`config.mk`:
```
export PLATFORM = sky130hd
export DESIGN_NAME = writeback_stage
export DESIGN_NICKNAME = d
export VERILOG_FILES = /design/src/rtl/writeback_stage.sv
export SDC_FILE = /design/constraint.sdc
export NUM_CORES = 1
export LEC_CHECK = 0
export BUFFER_PORTS_ARGS = -buffer_cell sky130_fd_sc_hd__buf_2
export CORE_MARGIN = 2
export CORE_UTILIZATION = 55
export DETAILED_ROUTE_END_ITERATION = 6
export HOLD_SLACK_MARGIN = 0.02
export PLACE_DENSITY_LB_ADDON = 0.05
export SETUP_SLACK_MARGIN = 0.2
export SYNTH_ARGS = -nofsm -noshare
export SYNTH_HDL_FRONTEND = slang
export SYNTH_SLANG_ARGS = --single-unit
```
`constraint.sdc`:
```
create_clock -name clk -period 19.15 [get_ports clk]
set_input_delay 5.745 -clock clk [delete_from_list [all_inputs] [get_ports clk]]
set_output_delay 5.745 -clock clk [all_outputs]
set_load 0.02 [all_outputs]
```
`src/rtl/writeback_stage.sv`:
```
// writeback_stage: final pipeline stage. Latches the instruction leaving
// memory, shapes load data and drives the register-file write port.
module writeback_stage (
  input  logic        clk,
  input  logic        reset,
  input  logic        mem_valid,
  output logic        wb_allowin,
  input  logic [31:0] mem_pc,
  input  logic [2:0]  mem_load_op,
  input  logic [1:0]  mem_addr_lo,
  input  logic [31:0] mem_alu_result,
  input  logic [31:0] mem_rt_value,
  input  logic [4:0]  mem_dest,
  input  logic        mem_rf_we,
  input  logic [31:0] data_sram_rdata,
  input  logic        wb_stall,
  output logic        rf_we,
  output logic [4:0]  rf_waddr,
  output logic [31:0] rf_wdata,
  output logic        wb_fwd_valid,
  output logic [31:0] debug_wb_pc,
  output logic [3:0]  debug_wb_rf_wen,
  output logic [4:0]  debug_wb_rf_wnum,
  output logic [31:0] debug_wb_rf_wdata,
  output logic [31:0] inst_retired
);

  localparam logic [2:0] OP_NONE = 3'd0;
  localparam logic [2:0] OP_LB   = 3'd1;
  localparam logic [2:0] OP_LBU  = 3'd2;
  localparam logic [2:0] OP_LH   = 3'd3;
  localparam logic [2:0] OP_LHU  = 3'd4;
  localparam logic [2:0] OP_LW   = 3'd5;
  localparam logic [2:0] OP_LWL  = 3'd6;
  localparam logic [2:0] OP_LWR  = 3'd7;

  logic        wb_valid;
  logic [31:0] wb_pc;
  logic [2:0]  wb_load_op;
  logic [1:0]  wb_addr_lo;
  logic [31:0] wb_alu_result;
  logic [31:0] wb_rt_value;
  logic [4:0]  wb_dest;
  logic        wb_rf_we;

  logic        first;
  logic [31:0] hold_word;

  logic        capture;
  logic        commit;
  logic        writes_reg;

  logic [31:0] src_word;
  logic [4:0]  lo_sh;
  logic [4:0]  hi_sh;
  logic [31:0] shr_word;
  logic [7:0]  byte_sel;
  logic [15:0] half_sel;
  logic [31:0] lwl_mask;
  logic [31:0] lwr_keep;
  logic [31:0] load_data;

  assign wb_allowin = !wb_valid || !wb_stall;
  assign capture    = mem_valid && wb_allowin;
  assign commit     = wb_valid && !wb_stall;
  assign writes_reg = wb_rf_we && (wb_dest != 5'd0);

  // pipeline register: load on allow-in, drop to a bubble when memory is idle
  always_ff @(posedge clk or posedge reset) begin
    if (reset) begin
      wb_valid      <= 1'b0;
      wb_pc         <= 32'd0;
      wb_load_op    <= 3'd0;
      wb_addr_lo    <= 2'd0;
      wb_alu_result <= 32'd0;
      wb_rt_value   <= 32'd0;
      wb_dest       <= 5'd0;
      wb_rf_we      <= 1'b0;
    end else if (wb_allowin) begin
      wb_valid <= mem_valid;
      if (mem_valid) begin
        wb_pc         <= mem_pc;
        wb_load_op    <= mem_load_op;
        wb_addr_lo    <= mem_addr_lo;
        wb_alu_result <= mem_alu_result;
        wb_rt_value   <= mem_rt_value;
        wb_dest       <= mem_dest;
        wb_rf_we      <= mem_rf_we;
      end
    end
  end

  // RAM word is only live in the first WB cycle; keep it if we stall there
  always_ff @(posedge clk or posedge reset) begin
    if (reset) begin
      first     <= 1'b0;
      hold_word <= 32'd0;
    end else begin
      first <= capture;
      if (first && wb_stall) begin
        hold_word <= data_sram_rdata;
      end
    end
  end

  assign src_word = first ? data_sram_rdata : hold_word;

  assign lo_sh    = {wb_addr_lo, 3'b000};
  assign hi_sh    = {~wb_addr_lo, 3'b000};
  assign shr_word = src_word >> lo_sh;
  assign byte_sel = shr_word[7:0];
  assign half_sel = wb_addr_lo[1] ? src_word[31:16]
                                  : src_word[15:0];
  assign lwl_mask = (32'd1 << hi_sh) - 32'd1;
  assign lwr_keep = ~(32'hFFFF_FFFF >> lo_sh);

  // load extraction and unaligned merge
  always_comb begin
    load_data = wb_alu_result;
    unique case (wb_load_op)
      OP_NONE: load_data = wb_alu_result;
      OP_LB:   load_data = {{24{byte_sel[7]}}, byte_sel};
      OP_LBU:  load_data = {24'd0, byte_sel};
      OP_LH:   load_data = {{16{half_sel[15]}}, half_sel};
      OP_LHU:  load_data = {16'd0, half_sel};
      OP_LW:   load_data = src_word;
      OP_LWL:  load_data = (src_word << hi_sh)
                         | (wb_rt_value & lwl_mask);
      OP_LWR:  load_data = shr_word
                         | (wb_rt_value & lwr_keep);
    endcase
  end

  // retired-instruction counter, wraps naturally
  always_ff @(posedge clk or posedge reset) begin
    if (reset) begin
      inst_retired <= 32'd0;
    end else if (commit) begin
      inst_retired <= inst_retired + 32'd1;
    end
  end

  assign rf_we        = commit && writes_reg;
  assign rf_waddr     = wb_dest;
  assign rf_wdata     = load_data;
  assign wb_fwd_valid = wb_valid && writes_reg;

  assign debug_wb_pc       = wb_pc;
  assign debug_wb_rf_wen   = {4{rf_we}};
  assign debug_wb_rf_wnum  = rf_waddr;
  assign debug_wb_rf_wdata = rf_wdata;

endmodule

```
== Word level (Yosys, flattened, before mapping) ==
Index checks and enable logic that the tools add are counted.
W data, S select, Z words.

* Register bits after elaboration: 173
* Bits of input ports: 143
* Output and inout port bits: 145
* Word-level logic and storage cells: 45

* $add $sub $neg: 2
* Eq/ne operators: 7
* Shift-type cells: 4
* Muxes and demuxes: 3
* Bitwise logic cells: 6
* Reductions and logical operators: 12

{| class="wikitable"
|+ Operator list
! kind !! number
|-
| $pmux W32 S8 || 1
|-
| $and A32 B32 Y32 || 2
|-
| $or A32 B32 Y32 || 2
|-
| $add A32 B1 Y32 const B || 1
|-
| $mux W32 || 1
|-
| $not A32 Y32 || 1
|-
| $shl A1 B5 Y32 const A || 1
|-
| $shl A32 B5 Y32 || 1
|-
| $shr A32 B5 Y32 || 1
|-
| $shr A32 B5 Y32 const A || 1
|-
| $sub A32 B1 Y32 const B || 1
|-
| $mux W16 || 1
|-
| $eq A3 B3 Y1 const B || 4
|-
| $eq A3 B2 Y1 const B || 2
|-
| $logic_and A1 B1 Y1 || 6
|-
| $reduce_bool A5 Y1 || 1
|-
| $eq A3 B1 Y1 const B || 1
|-
| $logic_not A3 Y1 || 1
|-
| $logic_not A1 Y1 || 2
|-
| $not A2 Y2 || 1
|-
| $reduce_and A2 Y1 || 1
|-
| $logic_or A1 B1 Y1 || 1
|}

== Longest topological paths before layout ==
* Depth after elaboration: 6
* Gate-level depth with buffers: 10
* Gate-level depth less buffers: 5

== Worst setup path after synthesis ==
OpenSTA, ideal clock, no wires.

* Kind: input-to-output
* From: input port data_sram_rdata[31]
* To: output port rf_wdata[24]
* Arrival time: 7381 ps
* Required time: 13405 ps
* Path slack: 6024 ps
* Stages: 5
* Path buffers: 1
* Cell sequence: mux2i_1 > a222oi_1 > a41oi_2 > a31oi_1 > buf_4

* Word-level cells in the longest chain between the ends: 3
* Elaborated cells between the ends (all ways): 4
* Classes of those cells: shift (1); mux (3)

{| class="wikitable"
|+ Ends and longest elaborated chain
! what !! line !! text
|-
| from (decl) || 15 || <nowiki>input logic [31:0] data_sram_rdata,</nowiki>
|-
| $mux W32 (*) || 106 || <nowiki>assign src_word = first ? data_sram_rdata : hold_word;</nowiki>
|-
| $shr A32 B5 Y32 / $mux W16 (equally long branches) || 110, 112 ||
|-
| $pmux W32 S8 (*) || 120 || <nowiki>unique case (wb_load_op)</nowiki>
|-
| to (decl) || 19 || <nowiki>output logic [31:0] rf_wdata,</nowiki>
|}

Mark *: on every way between the ends. The rest lies on a longest branch, timed or not.

== Final worst setup path ==
* From: input port data_sram_rdata[23]
* To: output port debug_wb_rf_wdata[19]

* Word-level cells in the longest chain between the ends: 3

{| class="wikitable"
|+ Ends and longest elaborated chain
! what !! line !! text
|-
| $mux W32 || 106 ||
|-
| $shr A32 B5 Y32 || 110 || <nowiki>assign shr_word = src_word >> lo_sh;</nowiki>
|-
| $pmux W32 S8 || 120 ||
|-
| to (decl) || 24 || <nowiki>output logic [31:0] debug_wb_rf_wdata,</nowiki>
|}

Every way passes these cells.

==> impl_metrics.ini <==
[status]
status = completed

[power]
ir_worst_vdd_mv = 0.0732
power.net_switching_mw = 0.486
p_int_mw = 0.799
seq_power_share_pct = 36.3
p_leak_nw = 5.40
swShare_pct = 37.8
power.total_mw = 1.28
combPwrFrac_pct = 35.1
power_frac_clock_pct = 28.6
powerDensity_mw_per_mm2 = 109

[die]
die_w_um = 138
die_h_um = 138
io_pins = 288
core_area_mm2 = 0.0178
core.rowCount = 49
initial_core_util_pct = 55.6
die-area_mm2 = 0.0191

[worst_setup_path]
critPathCaptureType = output pin
required_ns = 13.40
critPathMaxFanout = 9
worstSetupStartpointType = primary input
cp_data_arrival_time_ns = 7.74
path_class = in -> out

[yosys]
synth_top_family_by_area = multiplexers
yosysMostFrequentCell = dfrtp_1
synthCells = 891
async_reset_ff_share_pct = 100
synth-simple-area-share_pct = 9.54
synth_fa_ha_area_share_pct = 0.126
netlist_area_mm2 = 0.00991
ys_ff_latch = 173
synth_top_area_share_pct = 43.7
ys_seq_area_share_pct = 43.7
syn_avg_cell_area_um2 = 11.1
yosys.area_share.xor_xnor_pct = 2.83
synth_nets = 1035
yosysTopAreaCell = dfrtp_1
yosys-top-cells-count = 173 x dfrtp_1, 159 x mux2_2, 63 x nor2_1, 59 x mux2i_1, 53 x nand2_1
synth_mux_area_share_pct = 26.1
yosysWarnings = 0
synth-edff-count = 0
synth_ff_type = dfrtp_1
synthTopCellsByArea = dfrtp_1 44%, mux2_2 18%, mux2i_1 6.0%
synth-compound-area-share_pct = 11.9
ys_types = 66

[sta]
fin_tns_setup_ns = 0
hold_ws_ns = 0.477
timing.final.crit_share_pct = 70.4
tightest_slew_ns = 1.09
rsz0062_at_grt = no
final-setup-viol-count = 0
clock_skew_ns = 0.0102
fmax_mhz = 74.2
slew_violations = 0
hold_viol_final = 0
period_needed_ns = 13.48
fin_ws_ns = 5.67
slew_headroom_pct = 27.1

[finish]
area_growth_pct = 19.0
fin_nets = 1251
fillers = 1459
stdcell_area_mm2 = 0.0118
stdcell_count = 1350
final_core_utilization_pct = 66.1
final_layout_size_suffix_gt1_share_pct = 45.5

[routing]
antenna_left = 0
via_per_inst = 5.96
num_vias = 8048
drt_wl_total_um = 27600
drtPass1Iterations = 5
drc = 0
wire_per_inst_um = 20.4
drtIter0Drc = 619

[grt]
antenna_found_initial = 0
grt_max_degree = 96
grt_pass1_wl_um = 43900
grt_util_all_layers_pct = 29.0
grt-ovfl-total = 0
grt_pass1_vias = 8061

[cts]
clockRootBuffer = clkbuf_16
numCtsBuffers = 17
h-tree-depth = 4
post_cts_resize_count = 0
clock_path_buffers = 2
clkSinkCount = 173
cts_tree = built
path_clk_slew_ns = 0.07
cts_setup_buffers = 0
clk-insertion-delay-late_ns = 0.44
cts_hold_buffers = 0

[place]
place_congestion = 0.888
hpwl_um = 19700
dp_slack_ns = 5.72
placement.cell_area_mm2 = 0.0112
numPortBuffers = 287
dp_cells = 1317

[job]
drv_cap = 0

[worst_hold_path]
min_path_type = reg -> reg
layout by cell type, fill, tap and decap left out, types with 4 or more instances in the layout:
cell type	instances
nand2b_1	7
o21ai_0	11
nand3_1	14
nand4_1	10
inv_8	4
mux2i_1	59
nor2b_1	11
mux2_2	159
xor2_1	9
nand2_1	52
o2111ai_1	4
inv_1	4
o31a_1	8
clkbuf_16	17
buf_4	9
o32a_1	10
o22a_1	8
dfrtp_1	171
mux4_2	9
a211oi_1	17
a31oi_1	16
o221ai_1	11
a22oi_1	7
xnor2_1	23
buf_2	287
o22ai_1	14
nor2_1	63
and2_1	6
a21oi_1	22
power groups by stage:
| stage | registers (mW) | clock network [mW] | logic (mW) |
|---|---|---|---|
| final | 0.467 | 0.367 | 0.451 |
| after global placement | 0.470 | 0 | 0.444 |
| after floorplan | 0.475 | 0 | 0.331 |
| after detailed placement | 0.472 | 0 | 0.448 |
| after global routing | 0.474 | 0.386 | 0.482 |
| after CTS | 0.466 | 0.372 | 0.451 |
per-layer routing:
layer	vias to the layer above	track usage, %	share of wire [%]
li1	3691	-	-
met1	3932	36.7	40
met2	346	46.7	48
met3	79	6.65	7.1
met4	0	15.4	4.9
met5	-	0	0
flip-flops by register name, indices dropped and copies added (netlist names):
register / flops
debug_wb_pc: 32
hold_word: 32
inst_retired: 32
wb_alu_result: 32
wb_rt_value: 32
debug_wb_rf_wnum: 5
wb_load_op: 3
wb_addr_lo: 2
first: 1
wb_rf_we: 1
wb_valid: 1
path summary, 6_finish.rpt:
kind / endpoint / from / slack, ns / cells past startpoint
max: debug_wb_rf_wdata[19] / data_sram_rdata[23] / 5.67 / 7
min: inst_retired[31] / inst_retired[31] / 0.48 / 1
max reg2reg: wb_alu_result[8] / wb_valid / 16.85 / 4
min reg2reg: inst_retired[31] / inst_retired[31] / 0.48 / 1
max in group asynchronous: wb_addr_lo[0] / reset / 12.07 / 3
min in group asynchronous: debug_wb_pc[2] / reset / 5.48 / 2
critical path, cell delays in order:
cell and delay (ns):
buf_2 0.11, mux2i_1 0.09, a222oi_1 0.67, a41oi_2 0.41
nand2_2 0.34, o22a_1 0.20, buf_2 0.17
cell type report:
cell class / instances / area, µm² / share of cell area (%)
inverter: 6 / 27.5 / 0.233
clock inverter: 15 / 204 / 1.73
multi-input combinational: 613 / 5010 / 42.5
timing repair buffer: 296 / 1500 / 12.8
antenna: 1 / 2.50 / 0.0212
tap: 229 / 287 / 2.43
clock buffer: 17 / 425 / 3.61
sequential: 173 / 4330 / 36.8
logic make-up (layout without fill, tap and decap cells):
group | Yosys count | after routing
flops | 173 | 173
fa+ha+maj | 1 | 1
buf+inv | 105 | 334
other cells | 0 | 1
simple gates | 193 | 193
compound gates | 160 | 160
mux | 227 | 227
xor+xnor | 32 | 32
No activity file was read; power rests on OpenSTA's default activity.
